**src/rtl/sr_latch_driver.sv**
```systemverilog
// Turns single-cycle set/clear requests into fixed-width, never-overlapping S/R pulses
// and confirms the latch followed via synchronized Q/Qbar feedback (done / sticky err).
module sr_latch_driver #(
    parameter int PULSE_CYCLES   = 4,
    parameter int GAP_CYCLES     = 2,
    parameter int TIMEOUT_CYCLES = 8,
    parameter int CW             = 8
) (
    input  logic       clk,
    input  logic       rst_n,
    input  logic       set_req,
    input  logic       clr_req,
    output logic       req_ready,
    input  logic       Q_fb,
    input  logic       Qbar_fb,
    output logic       S,
    output logic       R,
    output logic       busy,
    output logic       done,
    output logic [1:0] err,
    input  logic       err_clr
);

    localparam logic [63:0] CNT_MAX = (64'd1 << CW) - 64'd1;

    generate
        if (CW < 1 || CW > 32 ||
            PULSE_CYCLES < 1 || 64'(PULSE_CYCLES) > CNT_MAX ||
            GAP_CYCLES < 1 || 64'(GAP_CYCLES) > CNT_MAX ||
            TIMEOUT_CYCLES < 1 || 64'(TIMEOUT_CYCLES) > CNT_MAX) begin : g_bad_param
            $error("sr_latch_driver: cycle parameters must lie in 1..2^CW-1");
        end
    endgenerate

    localparam logic [CW-1:0] PULSE_LD   = CW'(PULSE_CYCLES - 1);
    localparam logic [CW-1:0] GAP_LD     = CW'(GAP_CYCLES - 1);
    localparam logic [CW-1:0] TIMEOUT_LD = CW'(TIMEOUT_CYCLES - 1);

    localparam logic [1:0] ERR_NONE     = 2'b00;
    localparam logic [1:0] ERR_CONFLICT = 2'b01;
    localparam logic [1:0] ERR_TIMEOUT  = 2'b10;

    typedef enum logic [1:0] {
        ST_IDLE,
        ST_PULSE,
        ST_VERIFY,
        ST_GAP
    } state_t;

    state_t          state_q, state_d;
    logic [CW-1:0]   cnt_q, cnt_d;
    logic            tgt_q, tgt_d;
    logic            s_q, s_d;
    logic            r_q, r_d;
    logic            done_q, done_d;
    logic [1:0]      err_q, err_d;
    logic [1:0]      new_err;
    logic            q_s1_q, q_s2_q, qb_s1_q, qb_s2_q;
    logic            fb_is_set, fb_is_clr;

    // Only a complementary pair counts as a confirmed state; qs==qbs is never a match.
    assign fb_is_set = q_s2_q & ~qb_s2_q;
    assign fb_is_clr = ~q_s2_q & qb_s2_q;

    always_comb begin
        state_d = state_q;
        cnt_d   = cnt_q;
        tgt_d   = tgt_q;
        s_d     = 1'b0;
        r_d     = 1'b0;
        done_d  = 1'b0;
        new_err = ERR_NONE;
        case (state_q)
            ST_IDLE: begin
                if (set_req ^ clr_req) begin
                    tgt_d = set_req;
                    if (set_req ? fb_is_set : fb_is_clr) begin
                        state_d = ST_GAP;
                        cnt_d   = GAP_LD;
                        done_d  = 1'b1;
                    end else begin
                        state_d = ST_PULSE;
                        cnt_d   = PULSE_LD;
                        s_d     = set_req;
                        r_d     = clr_req;
                    end
                end else if (set_req & clr_req) begin
                    new_err = ERR_CONFLICT;
                end
            end
            ST_PULSE: begin
                if (cnt_q == '0) begin
                    state_d = ST_VERIFY;
                    cnt_d   = TIMEOUT_LD;
                end else begin
                    cnt_d = cnt_q - 1'b1;
                    s_d   = tgt_q;
                    r_d   = ~tgt_q;
                end
            end
            ST_VERIFY: begin
                if (tgt_q ? fb_is_set : fb_is_clr) begin
                    state_d = ST_GAP;
                    cnt_d   = GAP_LD;
                    done_d  = 1'b1;
                end else if (cnt_q == '0) begin
                    state_d = ST_GAP;
                    cnt_d   = GAP_LD;
                    new_err = ERR_TIMEOUT;
                end else begin
                    cnt_d = cnt_q - 1'b1;
                end
            end
            ST_GAP: begin
                if (cnt_q == '0) begin
                    state_d = ST_IDLE;
                end else begin
                    cnt_d = cnt_q - 1'b1;
                end
            end
            default: state_d = ST_IDLE;
        endcase

        if (new_err != ERR_NONE) begin
            err_d = new_err;
        end else if (err_clr) begin
            err_d = ERR_NONE;
        end else begin
            err_d = err_q;
        end
    end

    always_ff @(posedge clk or negedge rst_n) begin
        if (!rst_n) begin
            state_q <= ST_IDLE;
            cnt_q   <= '0;
            tgt_q   <= 1'b0;
            s_q     <= 1'b0;
            r_q     <= 1'b0;
            done_q  <= 1'b0;
            err_q   <= ERR_NONE;
            q_s1_q  <= 1'b0;
            q_s2_q  <= 1'b0;
            qb_s1_q <= 1'b0;
            qb_s2_q <= 1'b0;
        end else begin
            state_q <= state_d;
            cnt_q   <= cnt_d;
            tgt_q   <= tgt_d;
            s_q     <= s_d;
            r_q     <= r_d;
            done_q  <= done_d;
            err_q   <= err_d;
            q_s1_q  <= Q_fb;
            q_s2_q  <= q_s1_q;
            qb_s1_q <= Qbar_fb;
            qb_s2_q <= qb_s1_q;
        end
    end

    assign S         = s_q;
    assign R         = r_q;
    assign done      = done_q;
    assign err       = err_q;
    assign busy      = (state_q != ST_IDLE);
    assign req_ready = (state_q == ST_IDLE);

endmodule

```
**config.mk**
```make
export PLATFORM = sky130hd
export DESIGN_NAME = sr_latch_driver
export DESIGN_NICKNAME = d
export VERILOG_FILES = /design/src/rtl/sr_latch_driver.sv
export SDC_FILE = /design/constraint.sdc
export NUM_CORES = 1
export LEC_CHECK = 0
export CAP_MARGIN = 10
export CORE_ASPECT_RATIO = 0.9
export CORE_MARGIN = 10
export CORE_UTILIZATION = 45
export CTS_BUF_LIST = sky130_fd_sc_hd__clkbuf_4 sky130_fd_sc_hd__clkbuf_8 sky130_fd_sc_hd__clkbuf_16
export DETAILED_ROUTE_END_ITERATION = 16
export PLACE_DENSITY = 0.66
export SLEW_MARGIN = 25
export SYNTH_ARGS = -nofsm -noshare
export SYNTH_HDL_FRONTEND = slang
export SYNTH_SLANG_ARGS = --single-unit
```
**constraint.sdc**
```tcl
create_clock -name clk -period 2.4 [get_ports clk]
set_input_delay 0.36 -clock clk [delete_from_list [all_inputs] [get_ports clk]]
set_output_delay 0.36 -clock clk [all_outputs]
set_load 0.005 [all_outputs]
```
==> impl_metrics.yaml, run 1 <==
critical_path:
  arrival_ps: 1870
  reg2reg_depth: 6
  end_kind: "primary output"
  cp_slowest_cell: "clkdlybuf4s50_1"
  startpoint: "state_q[1]"
  r2r_end: "cnt_q[2]"
  crit_fanout: 8
  crit_buf_inv: 3
  critPathKind: "register to primary output"
  r2r-start: "state_q[1]"
  cpPeakStageDelay_ps: 480
  start_kind: "register"
  worstPathCellList: "inv_1, ha_1, inv_1, clkdlybuf4s50_1"
  crit_required_ps: 2040
  worst_path_most_repeated_cell: "inv_1"
  cp_top_family: "buffers and inverters"
  crit_path_end: "busy"
  reg2reg_slack_ps: 350
  critical_path_cell_count: 4
yosys:
  ys_ff_latch: 20
  synth_fa_ha_area_share_pct: 7.25
  synthSimpleGateAreaFrac_pct: 20.4
  synth_area_leaders: "dfrtp_1, ha_1, nand2b_1, inv_1, a21o_1"
  avgSynthCellArea_um2: 10.1
  synth.distinct_cells: 51
  syn-num-nets: 134
  yosys-top-cells-count: "dfrtp_1, inv_1, ha_1"
  ys_warn_count: 0
  synth_top_family_by_area: "compound AO/OA/AOI/OAI gates"
  yosysTopAreaCellShare_pct: 41.5
  async_flop_share_pct: 100
  synth_xor_area_share_pct: 0
  yosysSeqAreaShare_pct: 41.5
  synth_compound_area_share_pct: 25.6
  syn_area_um2: 1210
  synth_edf_count: 0
  muxShareOfSynthArea_pct: 0.829
  synth_top_area_cell: "dfrtp_1"
  syn_inst: 120
  yosysMostFrequentCell: "dfrtp_1"
  synthFlopType: "dfrtp_1"
global_route:
  grt_start_max_net_pins: 21
  overflow: 0
  antenna_found_initial: 0
  grt_usage_pct: 11.1
  first_global_vias: 950
  grt_pass1_wl_mm: 4.64
drt:
  vias_per_cell: 6.01
  drt_wl_total_mm: 2.66
  drc: 0
  vias: 986
  first_pass_iters: 4
  wl_per_cell_um: 16.2
  drt_iter0_drc: 82
  postRouteAntennaNets: 0
power_and_ir_drop:
  combPwrFrac_pct: 61.5
  p_int_w: 0.00111
  p_seq_share_pct: 28.5
  power.share.clock_pct: 10.0
  switching_share_pct: 44.1
  p_per_area_nw_per_um2: 1410
  switchingPower_w: 0.000875
  ir_drop_mv: 0.477
  leakage_nw: 0.638
floorplanning:
  pin_count: 14
  initial_utilization_pct: 48.1
  coreArea_um2: 2510
  die-width_um: 74.6
  die_h_um: 69.1
  num_rows: 17
  fp.dieArea_um2: 5160
layout:
  fin_nets: 151
  area_delta_synth_final_pct: 16.6
  fin_area_um2: 1410
  num_antenna_cells: 0
  drive_gt1_share_pct: 11.8
  utilization_pct: 56.1
timing:
  finalSetupTns_ps: 0
  final_hold_viol_count: 0
  whs_ps: 359
  fin_worst_skew_ps: 11.5
  maxSlewHeadroom_pct: 71.3
  max_freq_mhz: 449
  setup_viol: 0
  layout_min_cycle_time_ps: 2230
  drv_slew: 0
  fin_crit_sh_pct: 92.7
  worstMarginPinSlew_ps: 428
  rsz0062_at_grt: "no"
job:
  drv_cap: 0
placed_design:
  io_buffers: 13
  place_area_um2: 1370
  dp_hpwl_mm: 2.07
  gp_congestion: 0.809
cts:
  insertion_delay_ps: 310
  cts_sinks: 20
  cts_buffer_depth: 2
  ctsHoldBuffers: 0
  root_buffer: "clkbuf_4"
  numCtsBuffers: 3
  post_cts_resized: 0
  postCtsSetupBuffers: 0
  cts_tree: "built"
  htreeDepth: 1
  clk_pin_slew_ps: 120
min_path:
  hp-start: "qb_s1_q"
  hp-class: "register to register"
outcome:
  outcome: "complete, no violations"
## metal layers
| metal | share of wire, % | global-route usage, % |
|---|---|---|
| met1 | 49 | 15.8 |
| met2 | 44 | 15.2 |
| met3 | 5.0 | 3.57 |
| met5 | 0 | 0 |
| met4 | 1.4 | 3.33 |
## worst min path at each step
| stage | depth (start not counted) | end |
|---|---|---|
| 5_1_grt | 0 | qb_s2_q |
| 4_1_cts | 0 | qb_s2_q |
| 6_report | 0 | qb_s2_q |
| 2_1_floorplan | 0 | R |
| 3_5_place_dp | 0 | qb_s2_q |
| 3_3_place_gp | 0 | q_s2_q |
## logic make-up after synthesis
kind of cell / after synthesis
flip-flops: 20
AND/OR/NAND/NOR: 41
multiplexers: 1
AO/OA/AOI/OAI: 39
adder cells (fa/ha/maj): 7
buffers and inverters: 12
## sequential cells by signal, indices dropped and copies added, names as in the netlist
| signal | cells |
|---|---|
| q_s1_q | 1 |
| q_s2_q | 1 |
| qb_s2_q | 1 |
| done | 1 |
| qb_s1_q | 1 |
| R | 1 |
| cnt_q | 8 |
| err | 2 |
| S | 1 |
| state_q | 2 |
| tgt_q | 1 |
## power groups by stage
stage / clock (W) / sequential [W] / combinational (W)
final: 0.000199 / 0.000565 / 0.00122
after detailed placement: 0 / 0.000572 / 0.00121
after CTS: 0.000206 / 0.000562 / 0.00122
after global placement: 0 / 0.000568 / 0.00119
after floorplan: 0 / 0.000545 / 0.000935
after global routing: 0.000220 / 0.000586 / 0.00136
## cell type report
| class | instances | area (um2) |
|---|---|---|
| clock buffers | 4 | 36.3 |
| fillers | 232 | 1100 |
| inverters | 8 | 30.0 |
| multi-input cells | 88 | 653 |
| flip-flops and latches | 20 | 500 |
| well taps | 28 | 35.0 |
| repair buffers | 16 | 153 |
## placed cells by master (no fill, tap or decap), types with 3 or more instances in the layout
cell type | Yosys | routed
nor3_1 | 4 | 4
buf_4 | 0 | 3
nand2_1 | 6 | 6
a21o_1 | 3 | 3
clkdlybuf4s50_1 | 0 | 13
nand2b_1 | 5 | 5
ha_1 | 7 | 7
a21oi_1 | 4 | 4
inv_1 | 8 | 8
clkbuf_4 | 0 | 3
dfrtp_1 | 20 | 20
o21ai_0 | 4 | 4
o22ai_1 | 3 | 3
nor4_1 | 3 | 3
nor2_1 | 6 | 6
## per-stage QoR
step           setup slack, ps  std cells  power [W]
4_1_cts                    163        164    0.00199
6_report                   174        164    0.00198
3_5_place_dp               316        160    0.00179
5_1_grt                   6.98        164    0.00217
2_1_floorplan              586        120    0.00148
3_3_place_gp               409        160    0.00175
No activity file was read; power rests on OpenSTA's default activity.
==> run 2: changes to the inputs <==
--- a/config.mk
+++ b/config.mk
@@ -5,13 +5,14 @@
 export SDC_FILE = /design/constraint.sdc
 export NUM_CORES = 1
 export LEC_CHECK = 0
+export ABC_AREA = 1
 export CAP_MARGIN = 10
 export CORE_ASPECT_RATIO = 0.9
 export CORE_MARGIN = 10
 export CORE_UTILIZATION = 45
 export CTS_BUF_LIST = sky130_fd_sc_hd__clkbuf_4 sky130_fd_sc_hd__clkbuf_8 sky130_fd_sc_hd__clkbuf_16
 export DETAILED_ROUTE_END_ITERATION = 16
-export PLACE_DENSITY = 0.66
+export PLACE_DENSITY = 0.67
 export SLEW_MARGIN = 25
 export SYNTH_ARGS = -nofsm -noshare
 export SYNTH_HDL_FRONTEND = slang
==> impl_metrics.yaml, run 2 <==
yosys:
  syn-num-nets: 159
  async_flop_share_pct: 100
  avgSynthCellArea_um2: 8.09
  syn_area_um2: 1170
  synth_area_leaders: "dfrtp_1, nand2_1, ha_1, inv_1, nand3_1"
  yosysTopAreaCellShare_pct: 42.7
  synthFlopType: "dfrtp_1"
  yosysMostFrequentCell: "nand2_1"
  synth_edf_count: 0
  syn_inst: 145
  yosys-top-cells-count: "nand2_1, inv_1, dfrtp_1"
  synth_top_area_cell: "dfrtp_1"
  synth.distinct_cells: 25
  yosysSeqAreaShare_pct: 42.7
  ys_ff_latch: 20
  ys_warn_count: 0
layout:
  top_register: "cnt_q"
  final_common_cell: "nand2_1"
  fin_nets: 178
  num_antenna_cells: 0
  final_cell_mix: "nand2_1, inv_1, dfrtp_1"
  area_delta_synth_final_pct: 16.6
  drive_gt1_share_pct: 13.6
  largest_reg_flops: 8
  fillers: 231
floorplanning:
  pin_count: 14
  num_rows: 17
  die_h_um: 68.4
  coreArea_um2: 2470
  fp.dieArea_um2: 5050
  initial_utilization_pct: 47.5
  die-width_um: 73.8
critical_path:
  startpoint: "state_q[0]"
  reg2reg_slack_ps: 800
  crit_fanout: 8
  crit_path_end: "busy"
  r2r_end: "state_q[1]"
  r2r-start: "state_q[0]"
  crit_required_ps: 2040
  critPathKind: "register to primary output"
  end_kind: "primary output"
  arrival_ps: 1780
  reg2reg_depth: 8
  start_kind: "register"
drt:
  drt_iter0_drc: 65
  wl_per_cell_um: 13.3
  drt_wl_total_mm: 2.53
  vias: 1005
  drc: 0
  vias_per_cell: 5.29
  postRouteAntennaNets: 0
  first_pass_iters: 4
timing:
  maxSlewHeadroom_pct: 78.4
  fin_worst_skew_ps: 8.62
  max_freq_mhz: 467
  finalWorstSetupSlack_ps: 256
  setup_viol: 0
  final_hold_viol_count: 0
  fin_crit_sh_pct: 89.3
  layout_min_cycle_time_ps: 2140
  drv_slew: 0
  worstMarginPinSlew_ps: 324
  finalSetupTns_ps: 0
  rsz0062_at_grt: "no"
cts:
  cts_sinks: 20
  ctsHoldBuffers: 0
  post_cts_resized: 0
  htreeDepth: 1
  root_buffer: "clkbuf_4"
  cts_buffer_depth: 2
  clk_pin_slew_ps: 110
  numCtsBuffers: 3
  insertion_delay_ps: 310
  postCtsSetupBuffers: 0
  cts_tree: "built"
power_and_ir_drop:
  p_int_w: 0.000899
  power.share.clock_pct: 9.8
  p_per_area_nw_per_um2: 1240
  switching_share_pct: 47.2
  p_seq_share_pct: 29.9
  combPwrFrac_pct: 60.3
  switchingPower_w: 0.000803
  ir_drop_mv: 0.759
  power_w: 0.00170
  leakage_nw: 0.690
global_route:
  first_global_vias: 929
  grt_start_max_net_pins: 21
  grt_usage_pct: 10.9
  overflow: 0
  grt_pass1_wl_mm: 4.32
  antenna_found_initial: 0
placed_design:
  io_buffers: 13
  dp_hpwl_mm: 2.02
  place_ws_ps: 598
  gp_congestion: 0.961
outcome:
  outcome: "complete, no violations"
min_path:
  hp-class: "register to register"
job:
  drv_cap: 0
run 2: cell types whose count changed after synthesis, sizes merged, moves of 4 or more:
cell / change
nand2b: -5
nand2: +29
o21ai: +8
inv: +18
nor3: -4
nor2: +5
nand3: +15
a21o: -4
run 2: area by class of cell:
cell class              count  area [um2]  share of cell area [%]
multi-input cells          99         572                    41.8
flip-flops and latches     20         500                    36.6
repair buffers             14         138                    10.1
inverters                  26         100                    7.32
well taps                  28        35.0                    2.56
clock buffers               3        22.5                    1.65
run 2: kinds of logic after synthesis:
logic type | Yosys count | share of synthesized area, %
flip-flops | 20 | 42.7
adder cells (fa/ha/maj) | 7 | 7.47
AND/OR/NAND/NOR | 66 | 27.1
XOR/XNOR | 4 | 2.99
AO/OA/AOI/OAI | 22 | 11.2
buffers and inverters | 26 | 8.54
run 2: layer usage:
metal	track usage (%)	routed length (um)
met1	14.2	1180
met2	16.6	1130
met3	2.31	165
met4	5.58	49
met5	0	0
run 2: through the flow:
step / utilization [%] / hold slack, ps / instance area [um2] / instances
floorplan: - / 64.4 / 1170 / 145
global placement: 54.5 / 332 / 1350 / 187
detailed placement: 54.5 / 342 / 1350 / 187
CTS: 55.4 / 368 / 1370 / 190
global route: 55.4 / 379 / 1370 / 190
finish: 55.4 / 361 / 1370 / 190
run 2: how the worst min path moves through the flow:
stage,from,to,cells past startpoint
after floorplan,rst_n,R,0
after CTS,qb_s1_q,qb_s2_q,0
after global placement,q_s1_q,q_s2_q,0
final,qb_s1_q,qb_s2_q,0
after detailed placement,qb_s1_q,qb_s2_q,0
after global routing,qb_s1_q,qb_s2_q,0
run 2: worst max-delay path, cell delays in order (launching register included):
cell	delay, ps
dfrtp_1	410
inv_1	80
ha_1	310
inv_2	150
clkdlybuf4s50_1	520
run 2: power by group through the flow:
stage,sequential [W],clock [W],combinational [W]
after floorplan,0.000504,0,0.000730
after global placement,0.000509,0,0.000993
after detailed placement,0.000516,0,0.00102
after CTS,0.000509,0.000170,0.00103
after global routing,0.000523,0.000186,0.00116
final,0.000509,0.000167,0.00103
==> run 3: changes to the inputs <==
--- a/config.mk
+++ b/config.mk
@@ -6,6 +6,7 @@
 export NUM_CORES = 1
 export LEC_CHECK = 0
 export ABC_AREA = 1
+export ABC_CLOCK_PERIOD_IN_PS = 2400
 export CAP_MARGIN = 10
 export CORE_ASPECT_RATIO = 0.9
 export CORE_MARGIN = 10
==> results of run 3 <==
Same layout as run 2: the final DEF is identical, and so are final timing and power.
